### src/rtl/seq_multiplier.sv
// Iterative shift-add multiplier (MULT/MULTU), BITS_PER_CYCLE multiplier bits retired per cycle.
// Start accepted at edge k gives Done in the cycle after edge k+N+1; Start is ignored while Busy.
module seq_multiplier #(
   parameter int WIDTH          = 32,
   parameter int BITS_PER_CYCLE = 1
) (
   input  logic             Clk,
   input  logic             Reset,
   input  logic             Start,
   input  logic             Signed,
   input  logic [WIDTH-1:0] A,
   input  logic [WIDTH-1:0] B,
   output logic             Busy,
   output logic             Done,
   output logic [WIDTH-1:0] Hi,
   output logic [WIDTH-1:0] Lo
);

   localparam int N  = WIDTH / BITS_PER_CYCLE;
   localparam int CW = $clog2(N + 1);
   localparam int SW = WIDTH + BITS_PER_CYCLE;

   typedef enum logic [1:0] {IDLE, CALC, FIN} state_t;

   state_t             state_q;
   logic [CW-1:0]      cnt_q;
   logic [2*WIDTH:0]   acc_q;
   logic [2*WIDTH:0]   acc_d;
   logic [WIDTH-1:0]   a_q;
   logic               neg_q;
   logic               busy_q;
   logic               done_q;
   logic [WIDTH-1:0]   hi_q;
   logic [WIDTH-1:0]   lo_q;
   logic [SW-1:0]      sum_d;
   logic [2*WIDTH-1:0] prod_d;
   logic [WIDTH-1:0]   mag_a_d;
   logic [WIDTH-1:0]   mag_b_d;

   always_comb begin
      mag_a_d = (Signed && A[WIDTH-1]) ? -A : A;
      mag_b_d = (Signed && B[WIDTH-1]) ? -B : B;
      // Upper half plus the partial product can exceed WIDTH bits; keep every carry bit.
      sum_d   = SW'(acc_q[2*WIDTH:WIDTH]) + SW'(a_q) * SW'(acc_q[BITS_PER_CYCLE-1:0]);
      acc_d   = {1'b0, sum_d, acc_q[WIDTH-1:BITS_PER_CYCLE]};
      prod_d  = (neg_q && (acc_q[2*WIDTH-1:0] != '0)) ? -acc_q[2*WIDTH-1:0]
                                                       : acc_q[2*WIDTH-1:0];
   end

   always_ff @(posedge Clk) begin
      if (Reset) begin
         state_q <= IDLE;
         cnt_q   <= '0;
         acc_q   <= '0;
         a_q     <= '0;
         neg_q   <= 1'b0;
         busy_q  <= 1'b0;
         done_q  <= 1'b0;
         hi_q    <= '0;
         lo_q    <= '0;
      end else begin
         case (state_q)
            CALC: begin
               if (cnt_q == CW'(N)) begin
                  state_q <= FIN;
                  busy_q  <= 1'b0;
                  done_q  <= 1'b1;
                  hi_q    <= prod_d[2*WIDTH-1:WIDTH];
                  lo_q    <= prod_d[WIDTH-1:0];
               end else begin
                  acc_q <= acc_d;
                  cnt_q <= cnt_q + CW'(1);
               end
            end
            // IDLE and FIN both accept a new request; FIN->CALC gives back-to-back issue.
            default: begin
               done_q <= 1'b0;
               if (Start) begin
                  state_q <= CALC;
                  busy_q  <= 1'b1;
                  cnt_q   <= '0;
                  a_q     <= mag_a_d;
                  acc_q   <= {{(WIDTH+1){1'b0}}, mag_b_d};
                  neg_q   <= Signed & (A[WIDTH-1] ^ B[WIDTH-1]);
               end else begin
                  state_q <= IDLE;
               end
            end
         endcase
      end
   end

   assign Busy = busy_q;
   assign Done = done_q;
   assign Hi   = hi_q;
   assign Lo   = lo_q;

endmodule

### config.mk
export PLATFORM = sky130hd
export DESIGN_NAME = seq_multiplier
export DESIGN_NICKNAME = d
export VERILOG_FILES = /design/src/rtl/seq_multiplier.sv
export SDC_FILE = /design/constraint.sdc
export NUM_CORES = 1
export LEC_CHECK = 0
export ABC_AREA = 1
export CORE_MARGIN = 4
export CORE_UTILIZATION = 45
export CTS_CLUSTER_SIZE = 28
export DETAILED_ROUTE_END_ITERATION = 10
export PLACE_DENSITY = 0.62
export SYNTH_ARGS = -nofsm -noshare
export SYNTH_HDL_FRONTEND = slang
export SYNTH_SLANG_ARGS = --single-unit
### constraint.sdc
create_clock -name Clk -period 2.5 [get_ports Clk]
set_input_delay 0.375 -clock Clk [delete_from_list [all_inputs] [get_ports Clk]]
set_output_delay 0.375 -clock Clk [all_outputs]
set_load 0.05 [all_outputs]
==> results of run 1 <==
[cell usage in the layout, fill, tap and decap left out, types with 5 or more instances in the layout]
cell	instances
nand2_1	792
nor2_1	360
inv_1	354
nand3_1	217
dfxtp_1	170
clkdlybuf4s50_1	132
a21oi_1	100
o21ai_0	97
xor2_1	50
buf_4	39
ha_1	37
nand4_1	21
nor3_1	18
clkbuf_16	17
nor2_2	14
o22ai_1	11
nand3b_1	8
or2_2	7
and2_1	6
xnor2_1	6
o21bai_1	6
inv_2	5
nor2_4	5
o21ai_1	5
a31oi_1	5
inv_6	5
buf_12	5
[power by group through the flow]
stage | Clock [W] | Combinational [W] | Sequential [W]
after floorplan | 0 | 0.00112 | 0.00298
after global placement | 0 | 0.00170 | 0.00303
after detailed placement | 0 | 0.00170 | 0.00303
after CTS | 0.00279 | 0.00171 | 0.00297
after global routing | 0.00291 | 0.00192 | 0.00298
final | 0.00275 | 0.00173 | 0.00297
[cells in the mapped netlist (5+ instances only)]
master | number | area share
nand2_1 | 793 | 0.22
nor2_1 | 361 | 0.10
inv_1 | 354 | 0.099
nand3_1 | 217 | 0.081
dfxtp_1 | 171 | 0.26
a21oi_1 | 100 | 0.037
o21ai_0 | 97 | 0.036
xor2_1 | 50 | 0.033
clkbuf_1 | 40 | 0.011
ha_1 | 37 | 0.035
nand4_1 | 21 | 0.0098
nor3_1 | 18 | 0.0067
buf_2 | 15 | 0.0056
nor2_2 | 14 | 0.0066
o22ai_1 | 11 | 0.0052
nand3b_1 | 8 | 0.0045
or2_2 | 7 | 0.0033
and2_1 | 6 | 0.0028
buf_4 | 6 | 0.0034
o21bai_1 | 6 | 0.0034
xnor2_1 | 6 | 0.0039
a31oi_1 | 5 | 0.0023
buf_6 | 5 | 0.0042
inv_2 | 5 | 0.0014
o21ai_1 | 5 | 0.0019
[cell type report]
cell class	count	area [um2]	area share
flip-flops and latches	171	3420	0.217
clock buffers	18	429	0.0271
repair buffers	177	1720	0.109
clock inverters	14	156	0.00989
multi-input cells	1788	8240	0.521
inverters	362	1360	0.0861
well taps	384	480	0.0304
[per-stage QoR]
stage,utilization,std cells,cell area [um2]
floorplan,-,2391,13400
CTS,0.545,2914,15800
detailed placement,0.525,2882,15200
global route,0.545,2914,15800
global placement,0.525,2882,15200
finish,0.545,2914,15800
[kinds of logic after synthesis]
group | after synthesis | share of synthesized area
AO/OA/AOI/OAI | 236 | 0.0941
adder cells (fa/ha/maj) | 38 | 0.0362
buffers and inverters | 432 | 0.127
XOR/XNOR | 56 | 0.0367
AND/OR/NAND/NOR | 1458 | 0.449
flip-flops | 171 | 0.256
[worst max-delay path: stages, from the launching register on]
cell	delay, ps
dfxtp_1	550
inv_1	180
nand3_1	210
nor2_2	70
nand2_1	120
nor2_2	70
nand2_4	100
nand2_8	110
inv_4	460
nand3_1	130
nand3_1	130
nand2_1	50
[flip-flops by register name (all words and copies together), names as in the netlist]
register,flops
a_q,32
Done,1
cnt_q,6
Busy,1
acc_q,64
Lo,32
Hi,32
neg_q,1
state_q,2
[final timing paths]
check	slack, ps	cells after the start	endpoint
worst max-delay path	180	11	Lo[21]
worst min-delay path	240	2	acc_q[36]
worst max register to register	180	11	Lo[21]
worst min register to register	450	2	Hi[31]
[layer usage]
metal / global-route usage / up-vias / share of wire
li1: - / 7669 / -
met3: 0.0337 / 87 / 0.058
met5: 0 / - / 0
met1: 0.388 / 6793 / 0.45
met4: 0.116 / 0 / 0.039
met2: 0.477 / 514 / 0.45
==> impl_metrics.json, run 1 <==
{
  "outcome": "finished, final reports clean",
  "wl_per_cell_um": 16.4,
  "p_sw_w": 0.00255,
  "clock-sinks": 171,
  "cts_made_buffers": 17,
  "setup_ws_ps": 181,
  "worstHoldStart": "Reset",
  "post-route-period-util": 0.928,
  "comb_power_share": 0.232,
  "seqPwrFrac": 0.399,
  "antenna_cells": 0,
  "path_max_fanout": 55,
  "critPathCaptureType": "register",
  "required_ps": 2840,
  "ys_types": 43,
  "synth_ff_type": "dfxtp_1",
  "h-tree-depth": 4,
  "powerDensity_nw_per_um2": 471,
  "area_growth_pct": 18.4,
  "dp_slack_ps": 104,
  "clock_path_buffers": 2,
  "p_clk_frac": 0.369,
  "io_pins": 134,
  "grt_use_total": 0.290,
  "synth_seq_cells": 171,
  "dpl.hpwl_mm": 38.5,
  "initial_core_util": 0.460,
  "cts_hold_buf": 0,
  "overflow": 0,
  "hold_ws_ps": 239,
  "fin_nets": 2623,
  "synth_edf_count": 0,
  "rsz0062_at_grt": "false",
  "clock-skew-final_ps": 18.2,
  "critical_path_class": "reg2reg",
  "synth_nets": 2497,
  "start_kind": "register",
  "startpoint": "acc_q[50]",
  "grt_pass1_wl_mm": 76.2,
  "gp_congestion": 1.00,
  "internal-power_w": 0.00489,
  "drt-pass1-iter-count": 7,
  "port-buffer-count": 133,
  "cts_tree": "done",
  "finalHoldViolations": 0,
  "n_fill_cell": 3040,
  "core_um2": 29000,
  "post_cts_buffers": 0,
  "min_period_ps": 2320,
  "dieArea_um2": 32500,
  "p_leak_nw": 8.03,
  "clkTransAtPathRegs_ps": 70,
  "drc": 0,
  "synthCells": 2391,
  "grt_pass1_vias": 14100,
  "via_per_inst": 5.17,
  "cts_resized": 0,
  "setup_violations": 0,
  "wirelength_mm": 47.9,
  "cts-root-buf": "clkbuf_16",
  "hold_class": "in2reg",
  "yosysSeqAreaShare": 0.256,
  "ant_nets": 0,
  "switching_share": 0.343,
  "drive_gt1_frac": 0.0462,
  "finalPower_w": 0.00744,
  "syn_avg_cell_area_um2": 5.59,
  "rr_startpoint": "acc_q[50]",
  "dieWidth_um": 180,
  "grt_start_max_net_pins": 63,
  "row_count": 62,
  "ir_drop_v": 0.000449,
  "dr.first_iter.drc_count": 1386,
  "drv_slew": 0,
  "antenna_found_initial": 0,
  "fp.dieH_um": 180,
  "final.setup.tns_ps": 0,
  "maxCapViolCount": 0,
  "worst_slew_pin_slew_ps": 1070,
  "vias": 15100,
  "clk-insertion-delay-late_ps": 450,
  "yosys_warnings": 0,
  "slew_headroom": 0.289,
  "synthesis.area_um2": 13400,
  "cp_data_arrival_time_ps": 2660,
  "fmaxAchievable_mhz": 431,
  "async_flop_share": 0
}
Power figures use the tool's default switching activity.
==> run 2, diff against run 1 <==
--- a/config.mk
+++ b/config.mk
@@ -11,6 +11,7 @@
 export CTS_CLUSTER_SIZE = 28
 export DETAILED_ROUTE_END_ITERATION = 10
 export PLACE_DENSITY = 0.62
+export SETUP_SLACK_MARGIN = 0.1
 export SYNTH_ARGS = -nofsm -noshare
 export SYNTH_HDL_FRONTEND = slang
 export SYNTH_SLANG_ARGS = --single-unit
==> impl_metrics.json, run 2 (synthesized netlist as in run 1, its figures left out) <==
{
  "grt_pass1_wl_mm": 76.2,
  "final.setup.tns_ps": 0,
  "top_layer": "met4",
  "drc": 0,
  "switching_share": 0.343,
  "outcome": "finished, final reports clean",
  "overflow": 0,
  "finalPower_w": 0.00745,
  "setup_violations": 0,
  "vias": 15000,
  "clkTransAtPathRegs_ps": 80,
  "clk-insertion-delay-late_ps": 450,
  "fin_nets": 2623,
  "dp_slack_ps": 104,
  "core_um2": 29000,
  "wl_met2_mm": 21.4,
  "dieWidth_um": 180,
  "n_fill_cell": 3039,
  "cts-root-buf": "clkbuf_16",
  "dr.first_iter.drc_count": 1403,
  "area_growth_pct": 18.6,
  "wl_met1_mm": 21.8,
  "cts_tree": "done",
  "dpl.hpwl_mm": 38.5,
  "critPathMaxStageDelay_ps": 430,
  "dieArea_um2": 32500,
  "via_per_inst": 5.16,
  "layout_commonest_cell": "nand2_1",
  "p_clk_frac": 0.369,
  "fmaxAchievable_mhz": 444,
  "slew_headroom": 0.286,
  "h-tree-depth": 4,
  "fin_cells": 2914,
  "ant_nets": 0,
  "p_sw_w": 0.00255,
  "antenna_found_initial": 0,
  "post-route-util": 0.546,
  "path_max_fanout": 15,
  "clock-sinks": 171,
  "critical_path_class": "reg2reg",
  "port-buffer-count": 133,
  "antenna_cells": 0,
  "wl_per_cell_um": 16.4,
  "dp_cells": 2882,
  "drt-pass1-iter-count": 8,
  "seqPwrFrac": 0.399,
  "cp_data_arrival_time_ps": 2570,
  "internal-power_w": 0.00489,
  "fp.dieH_um": 180,
  "clock_path_buffers": 2,
  "setup_ws_ps": 245,
  "finalHoldViolations": 0,
  "maxCapViolCount": 0,
  "rsz0062_at_grt": "true",
  "grt_start_max_net_pins": 63,
  "top_register": "acc_q",
  "required_ps": 2820,
  "routed-wl-met3_mm": 2.78,
  "post_cts_buffers": 0,
  "post-route-period-util": 0.902,
  "comb_power_share": 0.232,
  "gp_congestion": 1.00,
  "path_cells": "inv_1, ha_1, nand3_1, nand2_2, nand2_1, buf_4, nor2_1, inv_1, buf_4, o21ai_0",
  "initial_core_util": 0.460,
  "worst_slew_pin_slew_ps": 1070,
  "grt_pass1_vias": 14100,
  "powerDensity_nw_per_um2": 470,
  "cts_made_buffers": 17,
  "drv_slew": 0,
  "start_kind": "register",
  "wirelength_mm": 47.9,
  "hold_class": "in2reg",
  "p_leak_nw": 8.04,
  "cts_hold_buf": 0,
  "ir_drop_v": 0.000450,
  "slowest_stage": "dfxtp_1",
  "min_period_ps": 2250,
  "final_cell_mix": "nand2_1, nor2_1, inv_1",
  "largest_reg_flops": 64,
  "io_pins": 134,
  "drive_gt1_frac": 0.0494,
  "row_count": 62,
  "grt_use_total": 0.290,
  "clock-skew-final_ps": 17.2,
  "critPathCaptureType": "register"
}
run 2: changes by cell type in the layout (fill, tap and decap cells not counted), moves of 2 or more:
cell / before / now
nor2_2: 14 / 17
nor2_1: 360 / 357
a21oi_2: 0 / 2
a21oi_1: 100 / 98
run 2: final timing paths:
path	cells past startpoint	endpoint	startpoint	slack (ps)
max	10	acc_q[23]	cnt_q[0]	250
max reg2reg	10	acc_q[23]	cnt_q[0]	250
min	2	acc_q[36]	Reset	240
min reg2reg	2	Hi[31]	Hi[31]	450
run 2: repair_timing:
item / 4_1_cts / 5_1_grt
hold endpoints to repair: 0 / 0
endpoints found under the setup margin: 0 / 63
resized for setup: 0 / 11
run 2: routing by layer:
layer  global-route usage  vias to the layer above
li1                     -                     7668
met4                0.116                        0
met1                0.388                     6751
met5                    0                        -
met2                0.477                      540
met3               0.0337                       88
run 2: worst max-delay path, delay by kind of cell, from the launching register on:
| family | cells | cell delay, ps |
|---|---|---|
| buffers and inverters | 4 | 760 |
| AND/OR/NAND/NOR | 4 | 580 |
| adder cells (fa/ha/maj) | 1 | 230 |
| flip-flops | 1 | 430 |
| AO/OA/AOI/OAI | 1 | 110 |
run 2: power by group through the flow:
| stage | Clock, W | Combinational (W) | Sequential [W] |
|---|---|---|---|
| after floorplan | 0 | 0.00112 | 0.00298 |
| after global placement | 0 | 0.00170 | 0.00303 |
| after detailed placement | 0 | 0.00170 | 0.00303 |
| after CTS | 0.00279 | 0.00171 | 0.00297 |
| after global routing | 0.00291 | 0.00192 | 0.00298 |
| final | 0.00275 | 0.00173 | 0.00297 |
run 2: area by class of cell:
class,count,area (um2),share of cell area
Timing Repair Buffer,177,1720,0.109
Clock buffer,18,429,0.0271
Clock inverter,14,156,0.00987
Sequential cell,171,3420,0.216
Tap cell,384,480,0.0303
Multi-Input combinational cell,1788,8270,0.522
Inverter,362,1360,0.0861
run 2: stage by stage:
step	hold WS, ps	instance area [um2]
floorplan	426	13400
global placement	441	15200
detailed placement	440	15200
CTS	226	15800
global route	261	15800
finish	240	15800
